<file path="src/rtl/axi_m_single.sv">
// axi_m_single: single-outstanding AXI initiator turning one-word host commands into AW/W/B or AR/R transactions.
// Defining AXI_M_TIMEOUT_EN adds a per-transaction watchdog that completes with resp 2'b11.
module axi_m_single #(
    parameter int ADDR_W         = 32,
    parameter int TIMEOUT_CYCLES = 256
) (
    input  logic              clk,
    input  logic              areset,
    input  logic              cmd_valid,
    output logic              cmd_ready,
    input  logic              cmd_write,
    input  logic [ADDR_W-1:0] cmd_addr,
    input  logic [31:0]       cmd_wdata,
    input  logic [3:0]        cmd_wstrb,
    output logic              rsp_valid,
    input  logic              rsp_ready,
    output logic [31:0]       rsp_rdata,
    output logic [1:0]        rsp_resp,
    output logic [ADDR_W-1:0] awaddr_o,
    output logic              awvalid_o,
    input  logic              awready_i,
    output logic [31:0]       wdata_o,
    output logic [3:0]        wstrb_o,
    output logic              wvalid_o,
    input  logic              wready_i,
    input  logic [1:0]        bresp_i,
    input  logic              bvalid_i,
    output logic              bready_o,
    output logic [ADDR_W-1:0] araddr_o,
    output logic              arvalid_o,
    input  logic              arready_i,
    input  logic [31:0]       rdata_i,
    input  logic              rvalid_i,
    output logic              rready_o
);
    typedef enum logic [2:0] {IDLE, WR, WRESP, RD, RDATA, DONE} state_t;
    state_t            state_q;
    logic              cmd_ready_q, awvalid_q, wvalid_q, bready_q, arvalid_q, rready_q, rsp_valid_q;
    logic [ADDR_W-1:0] addr_q;
    logic [31:0]       wdata_q, rdata_q;
    logic [3:0]        wstrb_q;
    logic [1:0]        resp_q;
`ifdef AXI_M_TIMEOUT_EN
    localparam int CNT_W = $clog2(TIMEOUT_CYCLES + 1);
    logic [CNT_W-1:0] cnt_q;
    logic             expired;
    assign expired = cnt_q == CNT_W'(TIMEOUT_CYCLES - 1);
`else
    logic unused_timeout;
    assign unused_timeout = TIMEOUT_CYCLES != 0;
`endif
    assign cmd_ready = cmd_ready_q;
    assign rsp_valid = rsp_valid_q;
    assign rsp_rdata = rdata_q;
    assign rsp_resp  = resp_q;
    assign awaddr_o  = addr_q;
    assign araddr_o  = addr_q;
    assign awvalid_o = awvalid_q;
    assign wdata_o   = wdata_q;
    assign wstrb_o   = wstrb_q;
    assign wvalid_o  = wvalid_q;
    assign bready_o  = bready_q;
    assign arvalid_o = arvalid_q;
    assign rready_o  = rready_q;

    always_ff @(posedge clk or negedge areset) begin
        if (!areset) begin
            state_q     <= IDLE;
            cmd_ready_q <= 1'b1;
            awvalid_q   <= 1'b0;
            wvalid_q    <= 1'b0;
            bready_q    <= 1'b0;
            arvalid_q   <= 1'b0;
            rready_q    <= 1'b0;
            rsp_valid_q <= 1'b0;
            addr_q      <= '0;
            wdata_q     <= '0;
            wstrb_q     <= '0;
            rdata_q     <= '0;
            resp_q      <= '0;
`ifdef AXI_M_TIMEOUT_EN
            cnt_q       <= '0;
`endif
        end else begin
            case (state_q)
                IDLE: if (cmd_valid) begin
                    cmd_ready_q <= 1'b0;
                    addr_q      <= cmd_addr;
                    wdata_q     <= cmd_wdata;
                    wstrb_q     <= cmd_wstrb;
                    awvalid_q   <= cmd_write;
                    wvalid_q    <= cmd_write;
                    arvalid_q   <= !cmd_write;
                    state_q     <= cmd_write ? WR : RD;
`ifdef AXI_M_TIMEOUT_EN
                    cnt_q       <= '0;
`endif
                end
                WR: begin
                    // AW and W complete independently; leave once both are done or finishing now
                    awvalid_q <= awvalid_q && !awready_i;
                    wvalid_q  <= wvalid_q && !wready_i;
                    if ((!awvalid_q || awready_i) && (!wvalid_q || wready_i)) begin
                        bready_q <= 1'b1;
                        state_q  <= WRESP;
                    end
                end
                WRESP: if (bvalid_i) begin
                    bready_q    <= 1'b0;
                    resp_q      <= bresp_i;
                    rdata_q     <= '0;
                    rsp_valid_q <= 1'b1;
                    state_q     <= DONE;
                end
                RD: if (arready_i) begin
                    arvalid_q <= 1'b0;
                    rready_q  <= 1'b1;
                    state_q   <= RDATA;
                end
                RDATA: if (rvalid_i) begin
                    rready_q    <= 1'b0;
                    rdata_q     <= rdata_i;
                    resp_q      <= 2'b00;
                    rsp_valid_q <= 1'b1;
                    state_q     <= DONE;
                end
                DONE: if (rsp_ready) begin
                    rsp_valid_q <= 1'b0;
                    cmd_ready_q <= 1'b1;
                    state_q     <= IDLE;
                end
                default: state_q <= IDLE;
            endcase
`ifdef AXI_M_TIMEOUT_EN
            // The watchdog overrides whatever the slave did this cycle
            if (state_q inside {WR, WRESP, RD, RDATA}) begin
                cnt_q <= cnt_q + 1'b1;
                if (expired) begin
                    awvalid_q   <= 1'b0;
                    wvalid_q    <= 1'b0;
                    bready_q    <= 1'b0;
                    arvalid_q   <= 1'b0;
                    rready_q    <= 1'b0;
                    resp_q      <= 2'b11;
                    rdata_q     <= '0;
                    rsp_valid_q <= 1'b1;
                    state_q     <= DONE;
                end
            end
`endif
        end
    end
endmodule

</file>
<file path="config.mk">
export PLATFORM = sky130hd
export DESIGN_NAME = axi_m_single
export DESIGN_NICKNAME = d
export VERILOG_FILES = /design/src/rtl/axi_m_single.sv
export SDC_FILE = /design/constraint.sdc
export NUM_CORES = 1
export LEC_CHECK = 0
export CORE_MARGIN = 2
export CORE_UTILIZATION = 35
export CTS_BUF_LIST = sky130_fd_sc_hd__clkbuf_8
export DETAILED_ROUTE_END_ITERATION = 10
export HOLD_SLACK_MARGIN = 0.05
export PLACE_DENSITY = 0.74
export SLEW_MARGIN = 20
export SYNTH_ARGS = -nofsm -noshare
export SYNTH_HDL_FRONTEND = slang
export SYNTH_SLANG_ARGS = --single-unit
</file>
<file path="constraint.sdc">
create_clock -name clk -period 2.1 [get_ports clk]
set_input_delay 0.21 -clock clk [delete_from_list [all_inputs] [get_ports clk]]
set_output_delay 0.21 -clock clk [all_outputs]
set_load 0.005 [all_outputs]
</file>
After elaboration in Yosys (flattened, before gate mapping) --
Index checks and enable logic that the tools add are counted.
Storage, ports and cells: flip-flop bits (word level) 112, bits in latches 0, memory bits (writable) 0, memory bits (read-only) 0, input bits 112, output and inout bits 141, logic and storage cells 84, memories 0
Cells by class: $add $sub $neg 0, multiply operators 0, div/mod/pow operators 0, $lt $le $gt $ge 0, equal/unequal tests 11, shift-type cells 0, mux-type cells 33, bitwise operators 0, reduce and logical (&&, ||, !) cells 27
Operators by type and width (number):
- 2-to-1 mux 32 bit | 2
- case mux 32 bit (2 select lines) | 1
- 2-to-1 mux 3 bit | 6
- case mux 3 bit (6 select lines) | 1
- AND reduction 3 bit | 5
- 2-to-1 mux 1 bit | 12
- inequality test 2 bit, second input constant | 6
- case mux 1 bit (2 select lines) | 6
- nonzero test 2 bit | 6
- == test 3 x 2 -> 1 bit, second input constant | 2
- == test 3 bit, second input constant | 2
- 2-to-1 mux 2 bit | 3
- AND reduction 6 bit | 1
- logical NOT 1 bit | 5
- case mux 2 bit (2 select lines) | 1
- AND reduction 2 bit | 2
- AND reduction 4 bit | 1
- == test 3 x 1 -> 1 bit, second input constant | 1
- logical AND 1 bit | 3
- logical NOT 3 bit | 1
- case mux 1 bit (3 select lines) | 1
- nonzero test 3 bit | 1
- logical OR 1 bit | 2

Logic depth before layout (Yosys ltp) --
Gate-level depths: netlist of run 1.
depth in word-level cells 5, gate-level depth with buffers 6, depth with buffers taken out 3

Worst setup path after synthesis of run 1 --
OpenSTA, ideal clock, no wires.
kind register to register, start reg state_q[1], end reg wdata_q[1], in the netlist wdata_o[1], setup time 0.127 ns, arrival time 1.515 ns, required time 1.973 ns, path slack 0.457 ns, cell stages (with the launch flop) 6, path buffers 3, period minus slack after synthesis 1.643 ns, cells stage by stage dfrtp_1 -> buf_4 -> nor4b_4 -> buf_4 -> buf_6 -> mux2_1
Between the ends: word-level cells in the longest chain between the ends 2
RTL lines:
- start, declared | line 37 | state_t state_q;
- start signal, assigned | line 94 | state_q <= cmd_write ? WR : RD;
- logical NOT 3 bit | line 85 | case (state_q)
- AND reduction 2 bit (no line)
- end signal, assigned | line 89 | wdata_q <= cmd_wdata;
- end, declared | line 40 | logic [31:0] wdata_q, rdata_q;
No other way between the ends. A chain may end at the register's enable or synchronous reset.

Worst setup path after layout of run 1 --
start reg state_q[2], end reg addr_q[15], in the netlist araddr_o[15]
Between the ends: word-level cells in the longest chain between the ends 2
RTL lines:
- logical NOT 3 bit | line 85
- AND reduction 2 bit (no line)
- end signal, assigned | line 88 | addr_q <= cmd_addr;
- end, declared | line 39 | logic [ADDR_W-1:0] addr_q;
No other way between the ends.

==> results of run 1 <==
[state kept, by name, indices dropped and copies added, names as in the netlist]
signal and count:
araddr_o 32, arvalid_o 1, awvalid_o 1, bready_o 1
cmd_ready 1, rready_o 1, rsp_rdata 32, rsp_resp 2
rsp_valid 1, state_q 3, wdata_o 32, wstrb_o 4
wvalid_o 1
[per-layer routing]
layer  GRT usage  vias to the layer above
li1            -                     1546
met1       0.212                     1686
met2       0.298                      156
met3      0.0401                       18
met4      0.0685                        0
met5           0                        -
[how the worst min path moves through the flow]
stage	from	to	slack (ns)	cells past startpoint
after floorplan	areset	araddr_o[0]	-0.09	0
after global placement	areset	rsp_rdata[11]	0.22	1
after detailed placement	areset	rsp_rdata[11]	0.23	1
after CTS	areset	rsp_rdata[11]	0.35	2
after global routing	areset	rsp_rdata[10]	0.40	2
final	areset	rsp_rdata[11]	0.37	2
[power by group]
group	internal (mW)	total (mW)	switching, mW
Combinational	3.27	4.74	1.47
Clock	0.616	1.33	0.713
Sequential	3.12	3.79	0.664
Total	7.01	9.86	2.85
[cell type report]
cell class / count / area [sq um] / area share
clock buffer: 11 / 151 / 0.0208
clock inverter: 5 / 55.1 / 0.00756
tap: 172 / 215 / 0.0295
timing repair buffer: 261 / 2630 / 0.361
inverter: 2 / 7.51 / 0.00103
multi-input combinational: 153 / 1420 / 0.195
sequential: 112 / 2800 / 0.385
[what timing repair did]
action,4_1_cts,5_1_grt
endpoints found under the hold margin,39,0
hold buffers,1,0
endpoints found under the setup margin,0,0
[cell families after synthesis]
group           count (synthesis)
compound gates                 50
flops                         112
simple gates                   31
buf+inv                        53
mux                            72
[synthesized netlist by cell type, types with 2 or more instances]
master	count
dfrtp_1	111
mux2_2	59
buf_4	35
a22o_1	33
mux2_1	11
buf_2	10
nor2_1	8
a21oi_1	6
nand2_1	6
clkbuf_1	5
nor2b_1	5
nand2b_1	3
a21boi_0	2
a311o_1	2
inv_1	2
mux2i_1	2
nand3b_1	2
o41ai_1	2
[worst max-delay path: cells and delay by family (launching register included)]
| family | cells | cell delay (ns) |
|---|---|---|
| buffers and inverters | 1 | 0.34 |
| muxes | 1 | 0.39 |
| and+or+nand+nor | 1 | 0.33 |
| DFF | 1 | 0.56 |
[metrics by stage]
stage / total power [mW] / worst slack, ns / instances / instance area, sq um
CTS: 10.0 / 0.303 / 716 / 7280
global placement: 8.49 / 0.266 / 699 / 7070
floorplan: 5.89 / 0.457 / 318 / 4580
global route: 10.5 / 0.199 / 716 / 7280
detailed placement: 8.64 / 0.237 / 699 / 7070
finish: 9.86 / 0.291 / 716 / 7280
==> flow_summary.toml, run 1 <==
[sta]
finalSetupViolations = 0
max_freq_mhz = 553
period_minus_slack_ns = 1.81
fin_hold_ws_ns = 0.370
slew_viol_final = 0
rsz0062_at_grt = "false"
hold_violations = 0
clock_skew_ns = 0.00736
tightest_slew_ns = 0.543
final.setup.tns_ns = 0
max_slew_margin = 0.638
finalCritPeriodShare = 0.861

[synthesis]
synth-compound-area-share = 0.0932
ys_warn_count = 0
synth_largest_area_cell = "dfrtp_1"
synthArstFlopShare = 1.00
syn_avg_cell_area_sq_um = 14.4
synthMuxAreaShare = 0.177
synth-simple-area-share = 0.0413
syn_area_sq_um = 4580
synth_top_family_by_area = "multiplexers"
synth-main-ff-cell = "dfrtp_1"
ys_ff_latch = 112
seq_area_frac_synth = 0.612
synth_top_area_frac = 0.607
synth_edf_count = 0
synth-adder-area-share = 0
synth_cell_types = 32
netlist_top_cells_area = "dfrtp_1, mux2_2, a22o_1"
synth_fp_nets = 430
syn_inst = 318
synthXorXnorAreaFrac = 0

[clocking]
clock_latency_ns = 0.37
tritoncts = "yes"
numCtsBuffers = 9
htreeDepth = 3
post_cts_resize_count = 0
cts.reportedPaths.clkPinSlew_ns = 0.10
clk_path_buf_depth = 2
cts_num_sinks = 112
cts-root-buf = "clkbuf_8"
cts_setup_buffers = 0

[placed_design]
portBuffers = 252
dp_hpwl_microns = 8990
place_congestion = 0.836

[worst_setup_path]
crit_slowest_cell = "dfrtp_1"
cp.arrival_ns = 2.06
critPathMaxFanout = 69
start_kind = "flop"
max_stage_delay_ns = 0.56
worstPathRequired_ns = 2.35
r2r_cells = 3
r2r-end = "araddr_o[15]"
setup.worst_path.class = "reg -> reg"
crit-reg2reg-launch = "state_q[2]"
cp-endpoint = "araddr_o[15]"
critPathCaptureType = "flop"
r2r_slack_ns = 0.29
crit_path_start = "state_q[2]"
cp_cell_sequence = "nor4b_4, buf_12, mux2_2"

[global_route]
grt_pass1_vias = 3576
grt_first_pass_wirelength_microns = 19500
grt_max_degree = 70
antenna_found_initial = 0
overflow = 0
grt_usage = 0.174

[cells_and_area]
areaGrowthSynthToFinish_pct = 59.1
final_cell_mix = "clkdlybuf4s50_1, dfrtp_1, mux2_2"
diodes = 0
layout.nets = 651
drive_above_1_share = 0.160
layout.cells.most_common = "clkdlybuf4s50_1"
final_core_util = 0.575
nFillCells = 1064

[run]
maxCapViolCount = 0

[floorplan]
die_h_microns = 118
die_w_microns = 118
initial_core_util = 0.361
io-pin-count = 253
num_rows = 41
core_sq_um = 12700
die-area_sq_um = 14000

[routing]
routedLengthMet1_microns = 4880
wl_per_cell_microns = 16.8
initialDrtViolationCount = 166
wl_met3_microns = 801
firstDrtPassIters = 4
postRouteAntennaNets = 0
highest_layer = "met4"
vias = 3406
drcViolationCount = 0
route.met2.wl_microns = 6050
viasPerCell = 4.76
wirelength_microns = 12000

[power]
leakage_nw = 3.05
ir_drop_v = 0.00101
cellPowerDensity_nw_per_um2 = 1350

[min_path]
hold_class = "in -> async"

[outcome]
status = "completed"
Power figures use the tool's default switching activity.
==> run 2: changes to the inputs <==
--- a/config.mk
+++ b/config.mk
@@ -5,12 +5,14 @@
 export SDC_FILE = /design/constraint.sdc
 export NUM_CORES = 1
 export LEC_CHECK = 0
+export ABC_AREA = 1
 export CORE_MARGIN = 2
 export CORE_UTILIZATION = 35
 export CTS_BUF_LIST = sky130_fd_sc_hd__clkbuf_8
 export DETAILED_ROUTE_END_ITERATION = 10
 export HOLD_SLACK_MARGIN = 0.05
-export PLACE_DENSITY = 0.74
+export MAX_ROUTING_LAYER = met4
+export PLACE_DENSITY = 0.73
 export SLEW_MARGIN = 20
 export SYNTH_ARGS = -nofsm -noshare
 export SYNTH_HDL_FRONTEND = slang
==> flow_summary.toml, run 2 <==
[outcome]
status = "completed"

[sta]
slew_viol_final = 0
fin_hold_ws_ns = 0.277
final.setup.tns_ns = 0
max_freq_mhz = 594
finalSetupViolations = 0
clock_skew_ns = 0.00560
finalCritPeriodShare = 0.801
hold_violations = 0
rsz0062_at_grt = "false"
max_slew_margin = 0.686
period_minus_slack_ns = 1.68
tightest_slew_ns = 0.472

[routing]
viasPerCell = 4.33
firstDrtPassIters = 6
vias = 4126
postRouteAntennaNets = 0
drcViolationCount = 0
wl_per_cell_microns = 13.2
initialDrtViolationCount = 174
wirelength_microns = 12500

[worst_setup_path]
setup.worst_path.class = "reg -> reg"
r2r_slack_ns = 0.42
max_stage_delay_ns = 0.47
critPathCaptureType = "flop"
cp.arrival_ns = 1.97
r2r-end = "rsp_resp[0]"
crit_top_cell = "nand2_1"
critPathTopFamily = "simple AND/OR/NAND/NOR gates"
critPathMaxFanout = 37
crit_slowest_cell = "dfrtp_1"
cp_cell_sequence = "nor2_4, nand2_1, nand2_1, nand3_4, o21ai_0"
cp_num_buf_inv = 0
worstPathRequired_ns = 2.39
start_kind = "flop"
crit-reg2reg-launch = "state_q[0]"
r2r_cells = 5

[global_route]
grt_usage = 0.184
grt_max_degree = 69
grt_pass1_vias = 4141
overflow = 0
grt_first_pass_wirelength_microns = 20300
antenna_found_initial = 0

[synthesis]
syn_inst = 553
syn_avg_cell_area_sq_um = 8.47
netlist_top_cells_area = "dfrtp_1, nand2_1, buf_4"
synth.most_common_cell = "nand2_1"
ys_warn_count = 0
synth_top_area_frac = 0.593
synthArstFlopShare = 1.00
seq_area_frac_synth = 0.599
synth_cell_types = 17
ys_ff_latch = 112
synth-main-ff-cell = "dfrtp_1"
syn_area_sq_um = 4680
synth_largest_area_cell = "dfrtp_1"
synthTopCellsByCount = "nand2_1, dfrtp_1, buf_4, inv_1, nand3_1"
synth_edf_count = 0
synth_fp_nets = 665

[run]
maxCapViolCount = 0

[power]
cellPowerDensity_nw_per_um2 = 1330
ir_drop_v = 0.000465
leakage_nw = 3.65

[floorplan]
die_h_microns = 120
num_rows = 42
core_sq_um = 13100
io-pin-count = 253
initial_core_util = 0.356
die-area_sq_um = 14300
die_w_microns = 120

[placed_design]
place_congestion = 0.811
portBuffers = 252
place_area_sq_um = 7140
dp_cells = 935
dp_hpwl_microns = 9300

[clocking]
htreeDepth = 3
clk_path_buf_depth = 2
numCtsBuffers = 9
post_cts_resize_count = 0
cts_num_sinks = 112
cts-root-buf = "clkbuf_8"
tritoncts = "yes"
clock_latency_ns = 0.37
cts.reportedPaths.clkPinSlew_ns = 0.10

[cells_and_area]
final_core_util = 0.561
drive_above_1_share = 0.0425
layout.cells.most_common = "nand2_1"
layout.nets = 883
final_cell_mix = "nand2_1, clkdlybuf4s50_1, dfrtp_1"
fin_area_sq_um = 7370
areaGrowthSynthToFinish_pct = 57.4
instances_no_fill = 952
diodes = 0

[min_path]
hold_class = "in -> async"
run 2: changes by cell type in the layout (fill, tap and decap cells not counted), moves of 3 or more:
cell      before  now
nand2_1        6  337
mux2_2        59    0
a22o_1        33    0
inv_1          3   16
mux2_1        11    0
nand3_1        0    9
o21ai_0        0    7
nor2b_1        5    0
nand2b_1       3    0
nor2_2         0    3
run 2: per-layer routing:
layer	vias up	GRT usage	routed length (microns)
met2	178	0.291	5800
met3	17	0.0570	1140
met5	-	-	0
met1	1868	0.224	5350
met4	0	0.0676	252
li1	2063	-	-
run 2: kinds of logic after synthesis:
logic type / synth area share
buffers and inverters: 0.0914
DFF: 0.599
and+or+nand+nor: 0.298
AOI/OAI and AO/OA: 0.0118
run 2: final cells by class:
cell class	count	area, sq um
clock inverters	7	95.1
repair buffers	260	2610
inverters	18	67.6
fillers	1150	5770
multi-input cells	370	1450
well taps	176	220
flip-flops and latches	112	2800
clock buffers	9	124
run 2: power breakdown:
group / internal, mW / total [mW] / switching (mW)
clock network: 0.674 / 1.41 / 0.733
logic: 2.73 / 4.68 / 1.95
registers: 3.10 / 3.72 / 0.624
total: 6.50 / 9.81 / 3.30
run 2: repair_timing:
item	4_1_cts	5_1_grt
buffers inserted	0	0
hold endpoints to repair	51	0
hold buffers	1	0
run 2: worst max-delay path by stage:
stage | startpoint | end | slack (ns) | cells past startpoint
after floorplan | state_q[0] | rsp_rdata[10] | 0.79 | 7
after global placement | bvalid_i | rsp_resp[0] | 0.51 | 6
after detailed placement | state_q[0] | rsp_resp[0] | 0.44 | 5
after CTS | state_q[0] | rsp_resp[0] | 0.42 | 5
after global routing | state_q[0] | rsp_resp[0] | 0.25 | 5
final | state_q[0] | rsp_resp[0] | 0.42 | 5
run 2: worst reg2reg max path, stage by stage, from the launching register on:
cell and delay, ns:
dfrtp_1 0.47, nor2_4 0.19, nand2_1 0.14, nand2_1 0.16
nand3_4 0.32, o21ai_0 0.31
run 2: through the flow:
| step | power [mW] | worst slack [ns] |
|---|---|---|
| floorplan | 5.82 | 0.792 |
| global route | 10.6 | 0.247 |
| finish | 9.81 | 0.417 |
| detailed placement | 8.50 | 0.444 |
| CTS | 9.94 | 0.424 |
| global placement | 8.35 | 0.515 |
==> run 3: changes to the inputs <==
==> constraint.sdc (replaced) <==
create_clock -name clk -period 1.7 [get_ports clk]
set_input_delay 0.17 -clock clk [delete_from_list [all_inputs] [get_ports clk]]
set_output_delay 0.17 -clock clk [all_outputs]
set_load 0.005 [all_outputs]
==> flow_summary.toml, run 3 (synthesized netlist as in run 2, its figures left out) <==
[outcome]
status = "completed"

[placed_design]
dp_cells = 933
place_congestion = 0.812
portBuffers = 252
dp_hpwl_microns = 9210

[sta]
tightest_slew_ns = 0.593
clock_skew_ns = 0.0178
final.setup.tns_ns = 0
max_freq_mhz = 633
finalCritPeriodShare = 0.929
slew_viol_final = 0
rsz0062_at_grt = "false"
period_minus_slack_ns = 1.58
max_slew_margin = 0.604
finalSetupViolations = 0
hold_violations = 0

[global_route]
gr-usage-met1 = 0.225
grt_first_pass_wirelength_microns = 20300
overflow = 0
grt_use_met2 = 0.294
antenna_found_initial = 0
grt_pass1_vias = 4149
grt_util_met3 = 0.0485
grt_usage = 0.182
grt_max_degree = 113
top_usage_layer = "met2"

[floorplan]
num_rows = 42
initial_core_util = 0.356
die-area_sq_um = 14300
io-pin-count = 253
die_h_microns = 120
core_sq_um = 13100
die_w_microns = 120

[power]
power_switching_mw = 4.13
ir_drop_v = 0.000648
pwr-share-comb = 0.490
cellPowerDensity_nw_per_um2 = 1630
pwr-share-seq = 0.382
power_mw = 12.0
leakage_nw = 3.64
internal_power_mw = 7.92
switching_share = 0.343
p_clk_frac = 0.129

[cells_and_area]
layout.nets = 882
diodes = 0
areaGrowthSynthToFinish_pct = 57.4
final_cell_mix = "nand2_1, clkdlybuf4s50_1, dfrtp_1"
layout.cells.most_common = "nand2_1"
drive_above_1_share = 0.0413
instances_no_fill = 951

[clocking]
cts_num_sinks = 112
htreeDepth = 3
tritoncts = "yes"
clk_path_buf_depth = 2
numCtsBuffers = 9
cts.reportedPaths.clkPinSlew_ns = 0.11
clock_latency_ns = 0.37
cts-root-buf = "clkbuf_8"

[worst_setup_path]
r2r-end = "rsp_resp[1]"
critPathMaxFanout = 2
max_stage_delay_ns = 0.54
critPathCaptureType = "output port"
cp_num_buf_inv = 1
worstPathRequired_ns = 1.53
cp.arrival_ns = 1.41
setup.worst_path.class = "reg -> out"
crit-reg2reg-launch = "state_q[1]"
r2r_cells = 6
r2r_slack_ns = 0.19
critPathTopFamily = "flip-flops"
crit_slowest_cell = "dfstp_2"
start_kind = "flop"
cp_cell_sequence = "clkdlybuf4s50_1"

[routing]
viasPerCell = 4.40
postRouteAntennaNets = 0
wl_per_cell_microns = 13.4
drcViolationCount = 0
initialDrtViolationCount = 176
firstDrtPassIters = 4
vias = 4187
wirelength_microns = 12800

[min_path]
min_from = "rdata_i[23]"
hold_class = "in -> reg"
min_to = "rsp_rdata[23]"
worstHoldPathCells = 3

[run]
maxCapViolCount = 0
run 3: metrics by stage:
step                      hold slack (ns)  utilization  worst slack (ns)  area, sq um
after floorplan                    -0.126            -             0.392         4680
after global placement              0.288        0.544             0.126         7150
after detailed placement            0.306        0.544            0.0845         7150
after CTS                           0.302        0.559            0.0736         7350
after global routing                0.311        0.561            0.0565         7370
final                               0.323        0.561             0.120         7370
run 3: cell type report:
class                   count  area [sq um]
clock buffers               9           124
clock inverters             7          63.8
fillers                  1172          5760
inverters                  18          67.6
multi-input cells         371          1480
flip-flops and latches    112          2800
well taps                 176           220
repair buffers            258          2620
run 3: power by group through the flow:
stage	Combinational (mW)	Clock [mW]	Sequential, mW
after floorplan	2.55	0	4.64
final	5.90	1.55	4.60
after global routing	6.48	1.71	4.74
after CTS	5.92	1.60	4.60
after global placement	5.79	0	4.58
after detailed placement	5.91	0	4.63
run 3: worst register-to-register path: stages, from the launching register on:
cell	delay (ns)
dfrtp_1	0.45
nor2_4	0.19
nand2_1	0.15
nand2_2	0.17
nand3_4	0.23
nand2_1	0.12
o21ai_0	0.08
run 3: worst max-delay path by stage:
| stage | from | end | slack [ns] | depth (start not counted) |
|---|---|---|---|---|
| after floorplan | state_q[0] | rsp_rdata[10] | 0.39 | 7 |
| after global placement | bvalid_i | rsp_resp[1] | 0.13 | 6 |
| after global routing | state_q[1] | rsp_resp[0] | 0.06 | 7 |
| after CTS | state_q[0] | rsp_resp[0] | 0.07 | 5 |
| final | cmd_ready | cmd_ready | 0.12 | 1 |
| after detailed placement | state_q[0] | rsp_resp[1] | 0.08 | 5 |
run 3: repair_timing:
action	CTS	global route
buffers inserted	0	0
hold endpoints to repair	111	0
hold buffers	1	0
resized for setup	0	3
setup endpoints to repair	0	23
run 3: routing by layer:
metal,up-vias,share of wire
li1,2066,-
met1,1914,0.43
met2,194,0.47
met3,13,0.085
met4,0,0.014
met5,-,0
